**src/rtl/kgp_rf_pkg.sv**
```systemverilog
// Shared register-file constants and types for the writeback path.
package kgp_rf_pkg;

  localparam int unsigned RF_AW       = 5;
  localparam int unsigned RF_DW       = 32;
  localparam int unsigned RF_NREGS    = 1 << RF_AW;
  localparam logic [RF_AW-1:0] RF_ZERO_REG = '0;

  // Upper bound on writeback requesters sharing one bank write port.
  localparam int unsigned RF_MAX_NREQ = 4;

  // One writeback request as seen by the bank.
  typedef struct packed {
    logic [RF_AW-1:0] dr;
    logic [RF_DW-1:0] data;
  } wb_req_t;

  // Round-robin successor of index idx among n requesters.
  function automatic int unsigned rr_next(input int unsigned idx, input int unsigned n);
    return (idx + 1) % n;
  endfunction

endpackage

```
**src/rtl/rr_arbiter.sv**
```systemverilog
// Combinational round-robin arbiter: the search starts at i_ptr and wraps modulo NREQ.
// The first valid index wins. Reusable for any port-sharing arbitration.
module rr_arbiter #(
  parameter int unsigned NREQ = 2,
  localparam int unsigned PW  = (NREQ > 1) ? $clog2(NREQ) : 1
) (
  input  logic [NREQ-1:0] i_valid,
  input  logic [PW-1:0]   i_ptr,
  output logic [NREQ-1:0] o_grant,
  output logic [PW-1:0]   o_idx,
  output logic            o_any
);

  localparam logic [PW:0] NREQ_W = (PW+1)'(NREQ);

  logic [PW:0] w_sum;
  logic [PW:0] w_cand;

  // Walk offsets 0..NREQ-1 from the pointer and latch the first valid candidate.
  always_comb begin
    o_grant = '0;
    o_idx   = '0;
    o_any   = 1'b0;
    w_sum   = '0;
    w_cand  = '0;
    for (int unsigned k = 0; k < NREQ; k++) begin
      w_sum  = {1'b0, i_ptr} + (PW+1)'(k);
      w_cand = (w_sum >= NREQ_W) ? (w_sum - NREQ_W) : w_sum;
      if (!o_any && i_valid[w_cand[PW-1:0]]) begin
        o_any                      = 1'b1;
        o_grant[w_cand[PW-1:0]]    = 1'b1;
        o_idx                      = w_cand[PW-1:0];
      end
    end
  end

endmodule

```
**src/rtl/rf_write_arbiter.sv**
```systemverilog
// Shares the register bank's single write port between NREQ writeback requesters.
// Round-robin grant, registered write command, optional destination scoreboard.
// Build option: define RF_SCOREBOARD_EN to compile in the busy-bit scoreboard.
module rf_write_arbiter
  import kgp_rf_pkg::*;
#(
  parameter int unsigned NREQ = 2,
  parameter int unsigned AW   = RF_AW,
  parameter int unsigned DW   = RF_DW
) (
  input  logic               clk,
  input  logic               reset,
  input  logic [NREQ-1:0]    req_valid,
  input  logic [NREQ*AW-1:0] req_dr,
  input  logic [NREQ*DW-1:0] req_data,
  output logic [NREQ-1:0]    req_ready,
  output logic               rf_write,
  output logic [AW-1:0]      rf_dr,
  output logic [DW-1:0]      rf_wrData,
  input  logic               sb_set,
  input  logic [AW-1:0]      sb_set_dr,
  input  logic [AW-1:0]      sb_sr1,
  input  logic [AW-1:0]      sb_sr2,
  output logic               sb_busy1,
  output logic               sb_busy2
);

  localparam int unsigned PW       = (NREQ > 1) ? $clog2(NREQ) : 1;
  localparam logic [AW-1:0] ZERO_DR = AW'(RF_ZERO_REG);

  logic [PW-1:0]   r_ptr;
  logic            r_rf_write;
  logic [AW-1:0]   r_rf_dr;
  logic [DW-1:0]   r_rf_data;

  logic [NREQ-1:0] w_valid;
  logic [NREQ-1:0] w_grant;
  logic [PW-1:0]   w_idx;
  logic            w_xfer;
  logic [AW-1:0]   w_win_dr;
  logic [DW-1:0]   w_win_data;
  logic [PW-1:0]   w_ptr_next;

  // Nothing is granted while reset is held, so no request is consumed during reset.
  assign w_valid = reset ? '0 : req_valid;

  rr_arbiter #(
    .NREQ (NREQ)
  ) u_rr_arbiter (
    .i_valid (w_valid),
    .i_ptr   (r_ptr),
    .o_grant (w_grant),
    .o_idx   (w_idx),
    .o_any   (w_xfer)
  );

  assign req_ready  = w_grant;
  assign w_win_dr   = req_dr[w_idx*AW +: AW];
  assign w_win_data = req_data[w_idx*DW +: DW];
  assign w_ptr_next = PW'(rr_next(32'(w_idx), NREQ));

  // Round-robin pointer: moves past the winner after each transfer, holds otherwise.
  always_ff @(posedge clk) begin
    if (reset) begin
      r_ptr <= '0;
    end else if (w_xfer) begin
      r_ptr <= w_ptr_next;
    end
  end

  // Output command register; r0 writes complete the handshake but never enable the bank.
  always_ff @(posedge clk) begin
    if (reset) begin
      r_rf_write <= 1'b0;
      r_rf_dr    <= '0;
      r_rf_data  <= '0;
    end else if (w_xfer) begin
      r_rf_write <= (w_win_dr != ZERO_DR);
      r_rf_dr    <= w_win_dr;
      r_rf_data  <= w_win_data;
    end else begin
      r_rf_write <= 1'b0;
    end
  end

  assign rf_write  = r_rf_write;
  assign rf_dr     = r_rf_dr;
  assign rf_wrData = r_rf_data;

`ifdef RF_SCOREBOARD_EN
  localparam int unsigned NREGS = 1 << AW;

  logic [NREGS-1:0] r_busy;
  logic [NREGS-1:0] w_busy_d;

  // Busy bit drops on the edge the bank commits the write; a same-edge allocation wins.
  always_comb begin
    w_busy_d = r_busy;
    if (r_rf_write) begin
      w_busy_d[r_rf_dr] = 1'b0;
    end
    if (sb_set && (sb_set_dr != ZERO_DR)) begin
      w_busy_d[sb_set_dr] = 1'b1;
    end
  end

  // Scoreboard state register.
  always_ff @(posedge clk) begin
    if (reset) begin
      r_busy <= '0;
    end else begin
      r_busy <= w_busy_d;
    end
  end

  assign sb_busy1 = (sb_sr1 != ZERO_DR) && r_busy[sb_sr1];
  assign sb_busy2 = (sb_sr2 != ZERO_DR) && r_busy[sb_sr2];
`else
  logic w_sb_unused;
  assign w_sb_unused = ^{sb_set, sb_set_dr, sb_sr1, sb_sr2};
  assign sb_busy1    = 1'b0;
  assign sb_busy2    = 1'b0;
`endif

endmodule

```
**config.mk**
```make
export PLATFORM = sky130hd
export DESIGN_NAME = rf_write_arbiter
export DESIGN_NICKNAME = d
export VERILOG_FILES = /design/src/rtl/kgp_rf_pkg.sv /design/src/rtl/rr_arbiter.sv /design/src/rtl/rf_write_arbiter.sv
export SDC_FILE = /design/constraint.sdc
export NUM_CORES = 1
export LEC_CHECK = 0
export CORE_UTILIZATION = 30
export CTS_CLUSTER_SIZE = 24
export DETAILED_ROUTE_END_ITERATION = 10
export GPL_TIMING_DRIVEN = 0
export PLACE_DENSITY = 0.77
export SETUP_SLACK_MARGIN = 0.1
export SLEW_MARGIN = 20
export SYNTH_ARGS = -nofsm -noshare
export SYNTH_HDL_FRONTEND = slang
export SYNTH_SLANG_ARGS = --single-unit
export TNS_END_PERCENT = 100
```
**constraint.sdc**
```tcl
create_clock -name clk -period 1.3 [get_ports clk]
set_input_delay 0.195 -clock clk [delete_from_list [all_inputs] [get_ports clk]]
set_output_delay 0.195 -clock clk [all_outputs]
set_load 0.05 [all_outputs]
```
==> metrics.log <==
[metrics] status: finished, violations left
[metrics] violated checks: negative setup slack
[metrics] CTS Buf Count: 5
[metrics] class of the most critical setup path: reg2out
[metrics] fin crit period: 1400 ps
[metrics] crit path cell chain: nand2b_4 > nand2b_4 > inv_4 > buf_6 > buf_8
[metrics] CTS Sinks: 39
[metrics] final setup TNS: -2300 ps
[metrics] Global Route Usage Sum: 18.9%
[metrics] static power due to leakage: 0.00148 uW
[metrics] smallest setup slack after layout: -104 ps
[metrics] number of antenna violations at the first check in global routing: 0
[metrics] Mapped Area: 0.00180 mm^2
[metrics] Filler Cell Count: 511
[metrics] full die area: approximately 0.0063 mm^2
[metrics] clock tree from TritonCTS: yes
[metrics] number of max-slew violations in the final report: 0
[metrics] critical path required time: 1110 ps
[metrics] YS warnings: 0
[metrics] CTS root buf: clkbuf_8
[metrics] fraction of layout cells with a size suffix above 1: roughly 30%
[metrics] final number of hold-violating endpoints: 0
[metrics] endpoints failing setup: 38
[metrics] # nets final: 440
[metrics] number of H-tree levels: 2
[metrics] max-slew headroom at the worst pin: 58.4%
[metrics] class of the tightest hold or removal check: in2reg
[metrics] setup repair after global routing missed its margin: true
[metrics] arrival time of data at the critical path endpoint: ~1200 ps
[metrics] cells taking the most area after synthesis: dfxtp_1, a311oi_1, mux2i_1, nand2_1, nand3b_1
[metrics] slack of the worst reg-to-reg path: -100 ps
[metrics] sequential cell area: 785 um^2
[metrics] standard cell with the maximum stage delay on the critical path: dfxtp_4
[metrics] Avg Cell Area, Syn: 8.65 um^2
[metrics] proportion of netlist area held by the largest area contributor: 43.4%
[metrics] Wirelength per Cell: 14.2 um
[metrics] design area: 0.00334 mm^2
[metrics] post-CTS clock slew at the launch and capture registers of the worst setup and hold paths: about 80 ps
[metrics] endpoint type of the worst setup path: primary output
[metrics] aggregate routed wire length: 5940 um
[metrics] Post-Synthesis Cells: 208
[metrics] synth unique cells: 28
[metrics] Die Height: 79.4 um
[metrics] met1 GRT Util: a little over a fifth
[metrics] number of DRC markers after the initial detailed-route iteration: 44
[metrics] setup skew after layout: 4.51 ps
[metrics] buffers from clock root to sink, at most: 2
[metrics] most frequent CP cell: nand2b_4
[metrics] post-place instance area: 0.00308 mm^2
[metrics] met3 track demand over resource: approximately 6.5%
[metrics] #FFs+latches synth: 39
[metrics] Setup Slack @ Placement: -1010 ps
[metrics] Core Footprint: between 0.005 and 0.006 mm^2
[metrics] largest incremental delay on the critical path: ~360 ps
[metrics] first-pass GRT wire length: 9200 um
[metrics] via density per instance: 4.88
[metrics] initial core utilization: between 30% and 40%
[metrics] post-synthesis to final-layout area growth: 85.5%
[metrics] width of the chip: 79.4 um
[metrics] Peak VDD IR: 0.461 mV
[metrics] final RePlAce weighted congestion: 0.690
[metrics] global routing met2 resource utilization: 33.0%
[metrics] Antenna Diode Count: 0
[metrics] detailed placement HPWL: ~4100 um
[metrics] largest fanout on the critical path: 4
[metrics] total power after layout: between 3000 and 4000 uW
[metrics] GRT overflow: 0
[metrics] Max-Cap Viols: 0
[metrics] Fmax: 0.712 GHz
[metrics] pin count of the biggest net entering global routing: 12
[metrics] residual DRC count: 0
[metrics] first drt pass iteration count: 4
[metrics] antenna viol nets, final: 0
[metrics] clock insertion delay at the later pin of the skew report: roughly 290 ps
[metrics] Top Ports: 136
[metrics] library cell occupying the most area in the post-synthesis netlist: dfxtp_1
[metrics] number of global-route vias before repair: 2,026
[metrics] detailed-route via count: just over 2,000
[metrics] slew at the pin with the worst max-slew slack: between 600 and 700 ps
[metrics] portion of the post-synthesis area used by sequential elements: 43.4%
[metrics] I/O Buffers: roughly 120
[metrics] area of the multi-input gates: approximately 0.0010 mm^2
[metrics] category of the worst setup path launch point: flip-flop
[metrics] Placement Rows: 27
[metrics] Tcrit/Tclk final: 108%
[metrics] most congested layer reported by global routing: met2
[metrics] worst slack on hold paths: 384 ps
[metrics] power density over the cells: 1020 mW/mm^2
path summary, 6_finish.rpt:
check	cells after the start	start	endpoint
max reg2reg	7	r_ptr	rf_wrData[7]
max	5	r_ptr	req_ready[1]
min reg2reg	2	rf_dr[3]	rf_dr[3]
min	4	reset	r_ptr
sequential cells by signal (all words and copies together), names as in the netlist:
register	cells
rf_dr	5
r_ptr	1
rf_wrData	32
rf_write	1
routing by layer:
layer / share of wire (%) / up-vias
li1: - / 1010
met1: 42 / 947
met2: 49 / 77
met3: 7.6 / 11
met4: 2.0 / 0
met5: 0 / -
worst max-delay path, delay by kind of cell (launching register included):
family,cells,cell delay [ps]
buffers and inverters,3,310
DFF,1,360
and+or+nand+nor,2,250
area by class of cell:
type                            instances  area share [%]
Timing Repair Buffer                  130            34.5
Tap cell                               72            2.70
Sequential cell                        39            23.5
Clock buffer                            8            3.00
Buffer                                 19            5.10
Multi-Input combinational cell        150            31.0
Inverter                                1           0.187
logic make-up (layout without fill, tap and decap cells):
group / Yosys count / count (layout) / synth area share, %
AOI/OAI and AO/OA: 43 / 43 / 16.4
other: 1 / 2 / 0.208
muxes: 16 / 16 / 8.90
DFF: 39 / 39 / 43.4
buffers and inverters: 20 / 158 / 7.37
and+or+nand+nor: 89 / 89 / 23.7
power breakdown:
part | internal (uW) | total, uW | switching, uW | leakage, uW
combinational | 493 | 1150 | 661 | 0.00111
clock | 484 | 902 | 418 | 0.0000515
sequential | 1290 | 1330 | 43.7 | 0.000324
total | 2270 | 3390 | 1120 | 0.00148
placed cells by master (no fill, tap or decap), types with 8 or more instances in the layout:
cell,count
a311oi_1,10
a311oi_2,10
buf_2,42
buf_4,8
clkbuf_8,8
clkdlybuf4s50_1,74
dfxtp_1,38
mux2i_1,15
nand2_1,32
nand3b_1,16
nor2_1,21
o21ai_1,16
stage by stage:
step,instances,util [%]
after floorplan,209,-
after global placement,398,54.6
after detailed placement,398,54.6
after CTS,413,57.3
after global routing,419,59.1
final,419,59.1
cell usage after synthesis:
library cell	number
buf_4	2
buf_6	2
dfxtp_1	39
nand2b_4	1
o21ai_1	16
mux2i_1	16
a21oi_1	4
o22ai_1	1
nor2_2	1
and2_1	1
nand3b_1	16
buf_2	6
buf_8	1
inv_2	1
buf_12	1
clkbuf_1	7
nor2_1	21
or2_1	1
nor2b_1	1
a31oi_1	1
nand2b_1	2
o21a_1	1
nor4_1	1
a311oi_1	20
conb_1	1
nand2_1	42
or4_1	1
nor3_1	1
repair_timing:
| item | in CTS | in global routing |
|---|---|---|
| pin swaps | 13 | 20 |
| cloned | 1 | 3 |
| endpoints found under the setup margin | 78 | 64 |
| resized for setup | 187 | 74 |
| hold buffers | 0 | 0 |
| buffers inserted | 6 | 3 |
Power figures use the tool's default switching activity.
